<file path="src/rtl/mult_rr_scheduler_pkg.sv">
// Shared types and default sizing for the round-robin multiplier scheduler.
package mult_sched_pkg;

  localparam int unsigned DEF_NREQ = 4;
  localparam int unsigned DEF_W    = 4;

  typedef enum logic [1:0] {
    IDLE = 2'd0,
    CALC = 2'd1,
    RESP = 2'd2
  } state_t;

endpackage

</file>
<file path="src/rtl/mult_rr_scheduler_if.sv">
// Requester/consumer bundle of the shared multiplier scheduler.
interface mult_rr_scheduler_if
  import mult_sched_pkg::*;
#(
  parameter int unsigned NREQ = DEF_NREQ,
  parameter int unsigned W    = DEF_W
);
  localparam int unsigned IDW = $clog2(NREQ);

  logic [NREQ-1:0]   req;
  logic [NREQ*W-1:0] a_bus;
  logic [NREQ*W-1:0] b_bus;
  logic [NREQ-1:0]   gnt;
  logic              res_valid;
  logic              res_ready;
  logic [2*W-1:0]    res_data;
  logic [IDW-1:0]    res_id;
  logic              busy;

  modport master (
    output req, a_bus, b_bus, res_ready,
    input  gnt, res_valid, res_data, res_id, busy
  );

  modport slave (
    input  req, a_bus, b_bus, res_ready,
    output gnt, res_valid, res_data, res_id, busy
  );

endinterface

</file>
<file path="src/rtl/mult_rr_scheduler_rr_pick.sv">
// Combinational round-robin picker: first set bit of req searched cyclically from ptr.
module rr_pick #(
  parameter  int unsigned NREQ = 4,
  localparam int unsigned IDW  = $clog2(NREQ)
) (
  input  logic [NREQ-1:0] req,
  input  logic [IDW-1:0]  ptr,
  output logic            any,
  output logic [IDW-1:0]  idx
);

  int unsigned k;
  logic        found;

  always_comb begin
    any   = |req;
    idx   = '0;
    k     = 0;
    found = 1'b0;
    for (int unsigned i = 0; i < NREQ; i++) begin
      k = (32'(ptr) + i) % NREQ;
      if (!found && req[IDW'(k)]) begin
        found = 1'b1;
        idx   = IDW'(k);
      end
    end
  end

endmodule

</file>
<file path="src/rtl/mult_rr_scheduler.sv">
// Shares one unsigned WxW multiplier between NREQ requesters via round-robin arbitration.
module mult_rr_scheduler
  import mult_sched_pkg::*;
#(
  parameter int unsigned NREQ = DEF_NREQ,
  parameter int unsigned W    = DEF_W
) (
  input logic                clk,
  input logic                rst,
  mult_rr_scheduler_if.slave bus
);

  localparam int unsigned IDW = $clog2(NREQ);
  localparam int unsigned PW  = 2 * W;

  state_t          state, state_nxt;
  logic [IDW-1:0]  ptr, ptr_nxt;
  logic [W-1:0]    a_q, a_nxt;
  logic [W-1:0]    b_q, b_nxt;
  logic [IDW-1:0]  id_q, id_nxt;
  logic [NREQ-1:0] gnt_q, gnt_nxt;
  logic            valid_q, valid_nxt;
  logic [PW-1:0]   data_q, data_nxt;
  logic [IDW-1:0]  rid_q, rid_nxt;
  logic            busy_q, busy_nxt;

  logic            pick_any;
  logic [IDW-1:0]  pick_idx;

  rr_pick #(.NREQ(NREQ)) u_pick (
    .req (bus.req),
    .ptr (ptr),
    .any (pick_any),
    .idx (pick_idx)
  );

  always_ff @(posedge clk) begin
    if (rst) begin
      state   <= IDLE;
      ptr     <= '0;
      a_q     <= '0;
      b_q     <= '0;
      id_q    <= '0;
      gnt_q   <= '0;
      valid_q <= 1'b0;
      data_q  <= '0;
      rid_q   <= '0;
      busy_q  <= 1'b0;
    end else begin
      state   <= state_nxt;
      ptr     <= ptr_nxt;
      a_q     <= a_nxt;
      b_q     <= b_nxt;
      id_q    <= id_nxt;
      gnt_q   <= gnt_nxt;
      valid_q <= valid_nxt;
      data_q  <= data_nxt;
      rid_q   <= rid_nxt;
      busy_q  <= busy_nxt;
    end
  end

  // Capture in IDLE, multiply in CALC, hold the result in RESP until accepted.
  always_comb begin
    state_nxt = state;
    ptr_nxt   = ptr;
    a_nxt     = a_q;
    b_nxt     = b_q;
    id_nxt    = id_q;
    gnt_nxt   = '0;
    valid_nxt = valid_q;
    data_nxt  = data_q;
    rid_nxt   = rid_q;
    unique case (state)
      IDLE: begin
        if (pick_any) begin
          a_nxt              = bus.a_bus[32'(pick_idx)*W +: W];
          b_nxt              = bus.b_bus[32'(pick_idx)*W +: W];
          id_nxt             = pick_idx;
          gnt_nxt[pick_idx]  = 1'b1;
          ptr_nxt            = (32'(pick_idx) == NREQ - 1) ? '0 : pick_idx + IDW'(1);
          state_nxt          = CALC;
        end
      end
      CALC: begin
        data_nxt  = PW'(a_q) * PW'(b_q);
        rid_nxt   = id_q;
        valid_nxt = 1'b1;
        state_nxt = RESP;
      end
      RESP: begin
        if (bus.res_ready) begin
          valid_nxt = 1'b0;
          state_nxt = IDLE;
        end
      end
      default: state_nxt = IDLE;
    endcase
    busy_nxt = (state_nxt != IDLE);
  end

  assign bus.gnt       = gnt_q;
  assign bus.res_valid = valid_q;
  assign bus.res_data  = data_q;
  assign bus.res_id    = rid_q;
  assign bus.busy      = busy_q;

endmodule
</file>
<file path="src/flat_wrapper.sv">
// flat-port wrapper written by rule: the top's interface ports become plain ports
module mult_rr_scheduler_flat import mult_sched_pkg::*;
#(
  parameter int unsigned NREQ = DEF_NREQ,
  parameter int unsigned W    = DEF_W
)
  (clk, rst, bus_req, bus_a_bus, bus_b_bus, bus_res_ready, bus_gnt, bus_res_valid, bus_res_data, bus_res_id, bus_busy);
  mult_rr_scheduler_if #(.NREQ(NREQ), .W(W)) bus_i ();
  input logic clk;
  input logic rst;
  input wire logic [$bits(bus_i.req)-1:0] bus_req;
  input wire logic [$bits(bus_i.a_bus)-1:0] bus_a_bus;
  input wire logic [$bits(bus_i.b_bus)-1:0] bus_b_bus;
  input wire logic [$bits(bus_i.res_ready)-1:0] bus_res_ready;
  output wire logic [$bits(bus_i.gnt)-1:0] bus_gnt;
  output wire logic [$bits(bus_i.res_valid)-1:0] bus_res_valid;
  output wire logic [$bits(bus_i.res_data)-1:0] bus_res_data;
  output wire logic [$bits(bus_i.res_id)-1:0] bus_res_id;
  output wire logic [$bits(bus_i.busy)-1:0] bus_busy;
  assign bus_i.req = bus_req;
  assign bus_i.a_bus = bus_a_bus;
  assign bus_i.b_bus = bus_b_bus;
  assign bus_i.res_ready = bus_res_ready;
  assign bus_gnt = bus_i.gnt;
  assign bus_res_valid = bus_i.res_valid;
  assign bus_res_data = bus_i.res_data;
  assign bus_res_id = bus_i.res_id;
  assign bus_busy = bus_i.busy;
  mult_rr_scheduler #(.NREQ(NREQ), .W(W)) u_core (.clk(clk), .rst(rst), .bus(bus_i));
endmodule
</file>
<file path="config.mk">
export PLATFORM = sky130hd
export DESIGN_NAME = mult_rr_scheduler_flat
export DESIGN_NICKNAME = d
export VERILOG_FILES = /design/src/rtl/mult_rr_scheduler_pkg.sv /design/src/rtl/mult_rr_scheduler_if.sv /design/src/rtl/mult_rr_scheduler_rr_pick.sv /design/src/rtl/mult_rr_scheduler.sv /design/src/flat_wrapper.sv
export SDC_FILE = /design/constraint.sdc
export NUM_CORES = 1
export LEC_CHECK = 0
export ABC_AREA = 1
export CAP_MARGIN = 10
export CORE_MARGIN = 2
export CORE_UTILIZATION = 40
export CTS_BUF_LIST = sky130_fd_sc_hd__clkbuf_8
export CTS_CLUSTER_DIAMETER = 40
export DETAILED_ROUTE_END_ITERATION = 10
export MAX_ROUTING_LAYER = met4
export PLACE_DENSITY = 0.67
export SLEW_MARGIN = 20
export SYNTH_ARGS = -nofsm -noshare
export SYNTH_HDL_FRONTEND = slang
export SYNTH_SLANG_ARGS = --single-unit
</file>
<file path="constraint.sdc">
create_clock -name clk -period 3 [get_ports clk]
set_input_delay 0.6 -clock clk [delete_from_list [all_inputs] [get_ports clk]]
set_output_delay 0.6 -clock clk [all_outputs]
set_load 0.005 [all_outputs]
</file>
==> out/metrics.yaml <==
synthesis:
  yosysTopAreaCell: "dfxtp_1"
  syn_area_per_cell_um2: 6.72
  synth.area.top_cells: "dfxtp_1 27%, nand2_1 15%, inv_1 9.9%, ha_1 9.1%, nand3_1 6.8%"
  synthDistinctLibCells: 33
  async_flop_share_pct: 0
  netlist.area_leader.share_pct: 27.3
  synthTopCellsByCount: "86 x nand2_1, 58 x inv_1, 34 x nor2_1, 30 x dfxtp_1, 30 x nand3_1"
  synth_edf_count: 0
  ys_seq_elements: 30
  syn_nets: 386
  synth-main-ff-cell: "dfxtp_1"
  synth_cells: 327
  syn-cell-area_um2: 2200
  yosysMostFrequentCell: "nand2_1"
  seq_area_frac_synth_pct: 27.3
  yosys_warnings: 0
drt:
  drt-total-wl_um: 4570
  drt-initial-drc-count: 145
  via_count: 2066
  drt-vias-per-instance: 4.55
  drt_pass1_iterations: 4
  drc: 0
  wl_per_cell_um: 10.1
  ant_nets: 0
hold_path:
  holdPathStages: 2
  min_to: "u_core.bus.res_valid$_SDFFE_PP0P_"
  hp-start: "u_core.bus.res_valid$_SDFFE_PP0P_"
  hp-class: "reg -> reg"
global_route:
  grt_usage_pct: 16.8
  grt_use_met3_pct: 3.45
  overflow: 0
  antenna_found_initial: 0
  use_met2_pct: 27.6
  grt_pass1_wl_um: 8160
  grt_start_max_net_pins: 18
  met1_usage_pct: 20.8
  grt_pass1_vias: 1879
  busiest_layer: "met2"
sta:
  max_freq_mhz: 364
  finalMaxSlewViolations: 0
  setup_viol: 0
  hold_violations: 0
  fin_hold_ws_ps: 491
  worst_slew_margin_rel_pct: 44.4
  setup_ws_ps: 251
  worstMarginPinSlew_ps: 831
  skew_ps: 5.71
  fin_crit_ps: 2750
  rsz0062_at_grt: "no"
  final.setup.tns_ps: 0
  finalCritPeriodShare_pct: 91.6
clock_network:
  cts_setup_buffers: 0
  cts_hold_buf: 0
  cts_tree: "yes"
  cts.clk_slew.worst_paths_ps: 60
  cts_root_buf: "clkbuf_8"
  ctsResizeCount: 0
  numCtsBuffers: 5
  clk_latency_ps: 280
  clockBufferDepth: 2
  cts.htree.levels: 2
  cts_sinks: 30
die:
  rows: 26
  start_util_pct: 42.2
  die_h_um: 78.1
  die_area_um2: 6100
  fp.coreArea_um2: 5200
  die_w_um: 78.1
  pin_count: 55
power_and_ir_drop:
  p_per_area_nw_per_um2: 830
  leakage_nw: 1.55
  power_frac_clock_pct: 13.5
  ir_worst_vdd_mv: 0.481
  p_sw_mw: 1.16
  p_comb_share_pct: 61.6
  p_seq_share_pct: 24.9
  p_sw_share_pct: 48.3
  power.internal_mw: 1.24
critical_path:
  slowest_delay_ps: 550
  rr_worst_depth: 13
  cp.required_ps: 3170
  cp_cell_sequence: "nand2_1 -> fa_1 -> fa_1 -> inv_1 -> ha_1 -> nand3_1 -> nand2_1 -> a21oi_1 -> nor2_1 -> nor2_1 -> nor2_1 -> o221ai_1 -> inv_1"
  r2r-end: "u_core.bus.res_data[7]$_SDFFE_PP0P_"
  endpoint_kind: "flop"
  r2r_start: "u_core.a_q[0]$_SDFFE_PP0P_"
  crit_fanout: 5
  start_kind: "flop"
  critical-path-slowest-cell: "fa_1"
  regToRegSetupSlack_ps: 250
  crit_path_frequent_cell: "nor2_1"
  worstSetupPathType: "reg -> reg"
  critPathArrivalTime_ps: 2920
placement:
  pre_cts_slack_ps: 261
  portBuffers: 54
  gp_congestion: 0.818
  hpwl_um: 3640
finish:
  diodes: 0
  synthToLayoutAreaGrowth_pct: 31.3
  nets: 442
  drive_gt1_share_pct: 8.59
status:
  outcome: "finished clean"
job:
  drv_cap: 0
[worst max path at each step]
stage,depth (start not counted),from,end,slack [ps]
floorplan,13,u_core.b_q[3]$_SDFFE_PP0P_,u_core.bus.res_data[7]$_SDFFE_PP0P_,410
global placement,13,u_core.a_q[0]$_SDFFE_PP0P_,u_core.bus.res_data[7]$_SDFFE_PP0P_,340
detailed placement,13,u_core.a_q[0]$_SDFFE_PP0P_,u_core.bus.res_data[7]$_SDFFE_PP0P_,260
CTS,13,u_core.a_q[0]$_SDFFE_PP0P_,u_core.bus.res_data[7]$_SDFFE_PP0P_,250
global route,13,u_core.a_q[0]$_SDFFE_PP0P_,u_core.bus.res_data[7]$_SDFFE_PP0P_,7
finish,13,u_core.a_q[0]$_SDFFE_PP0P_,u_core.bus.res_data[7]$_SDFFE_PP0P_,250
[layer usage]
metal | up-vias | part of all wire (%) | wire length, µm
met1 | 889 | 50 | 2300
met3 | 6 | 4.3 | 198
met5 | - | 0 | 0
met4 | 0 | 1.8 | 81
met2 | 53 | 44 | 1990
li1 | 1118 | - | -
[cell families (layout without fill, tap and decap cells)]
family          after synthesis  after routing  synth area share [%]
simple gates                172            172                  36.5
compound gates               32             32                  9.57
flops                        30             30                  27.3
buf+inv                      71            128                  13.0
fa+ha+maj                    20             20                  12.8
xor+xnor                      2              2                 0.797
[layout by cell type (no fill, tap or decap), drive strengths merged]
master	n
a211oi	1
a21o	1
a21oi	8
a31oi	2
buf	2
clkbuf	6
clkdlybuf4s50	54
clkinv	2
dfxtp	30
fa	4
ha	16
inv	64
nand2	96
nand3	32
nor2	39
o211ai	7
o21ai	11
o221ai	2
or2	5
xnor2	1
xor2	1
[state kept, by name, indices dropped and copies added, names as in the netlist]
signal	cells
u_core.a_q	4
u_core.b_q	4
u_core.bus.busy	1
u_core.bus.gnt	4
u_core.bus.res_data	8
u_core.bus.res_id	2
u_core.bus.res_valid	1
u_core.id_q	2
u_core.ptr	2
u_core.state	2
[area by class of cell]
type | count | area (µm²)
Clock buffer | 6 | 82.6
Clock inverter | 2 | 8.76
Fill cell | 551 | 2320
Inverter | 64 | 240
Multi-Input combinational cell | 226 | 1310
Sequential cell | 30 | 601
Tap cell | 70 | 87.6
Timing Repair Buffer | 56 | 556
[power by group through the flow]
stage / clock (mW) / sequential (mW) / combinational (mW)
after CTS: 0.335 / 0.595 / 1.49
after global routing: 0.360 / 0.613 / 1.71
after global placement: 0 / 0.598 / 1.46
after detailed placement: 0 / 0.604 / 1.48
final: 0.324 / 0.596 / 1.48
after floorplan: 0 / 0.580 / 1.20
[metrics by stage]
stage / instance area (µm²) / cells / util [%] / power, mW
2_1_floorplan: 2200 / 327 / - / 1.78
3_3_place_gp: 2790 / 446 / 53.7 / 2.06
3_5_place_dp: 2790 / 446 / 53.7 / 2.09
4_1_cts: 2890 / 454 / 55.4 / 2.43
5_1_grt: 2890 / 454 / 55.4 / 2.68
6_report: 2890 / 454 / 55.4 / 2.40
[worst max-delay path, delay by kind of cell (launching register included)]
kind	cells	cell delay [ps]
adders and majority gates	3	1340
and+or+nand+nor	6	480
DFF	1	410
AOI/OAI and AO/OA	2	280
buffers and inverters	2	120
(Power assumes the default switching activity.)
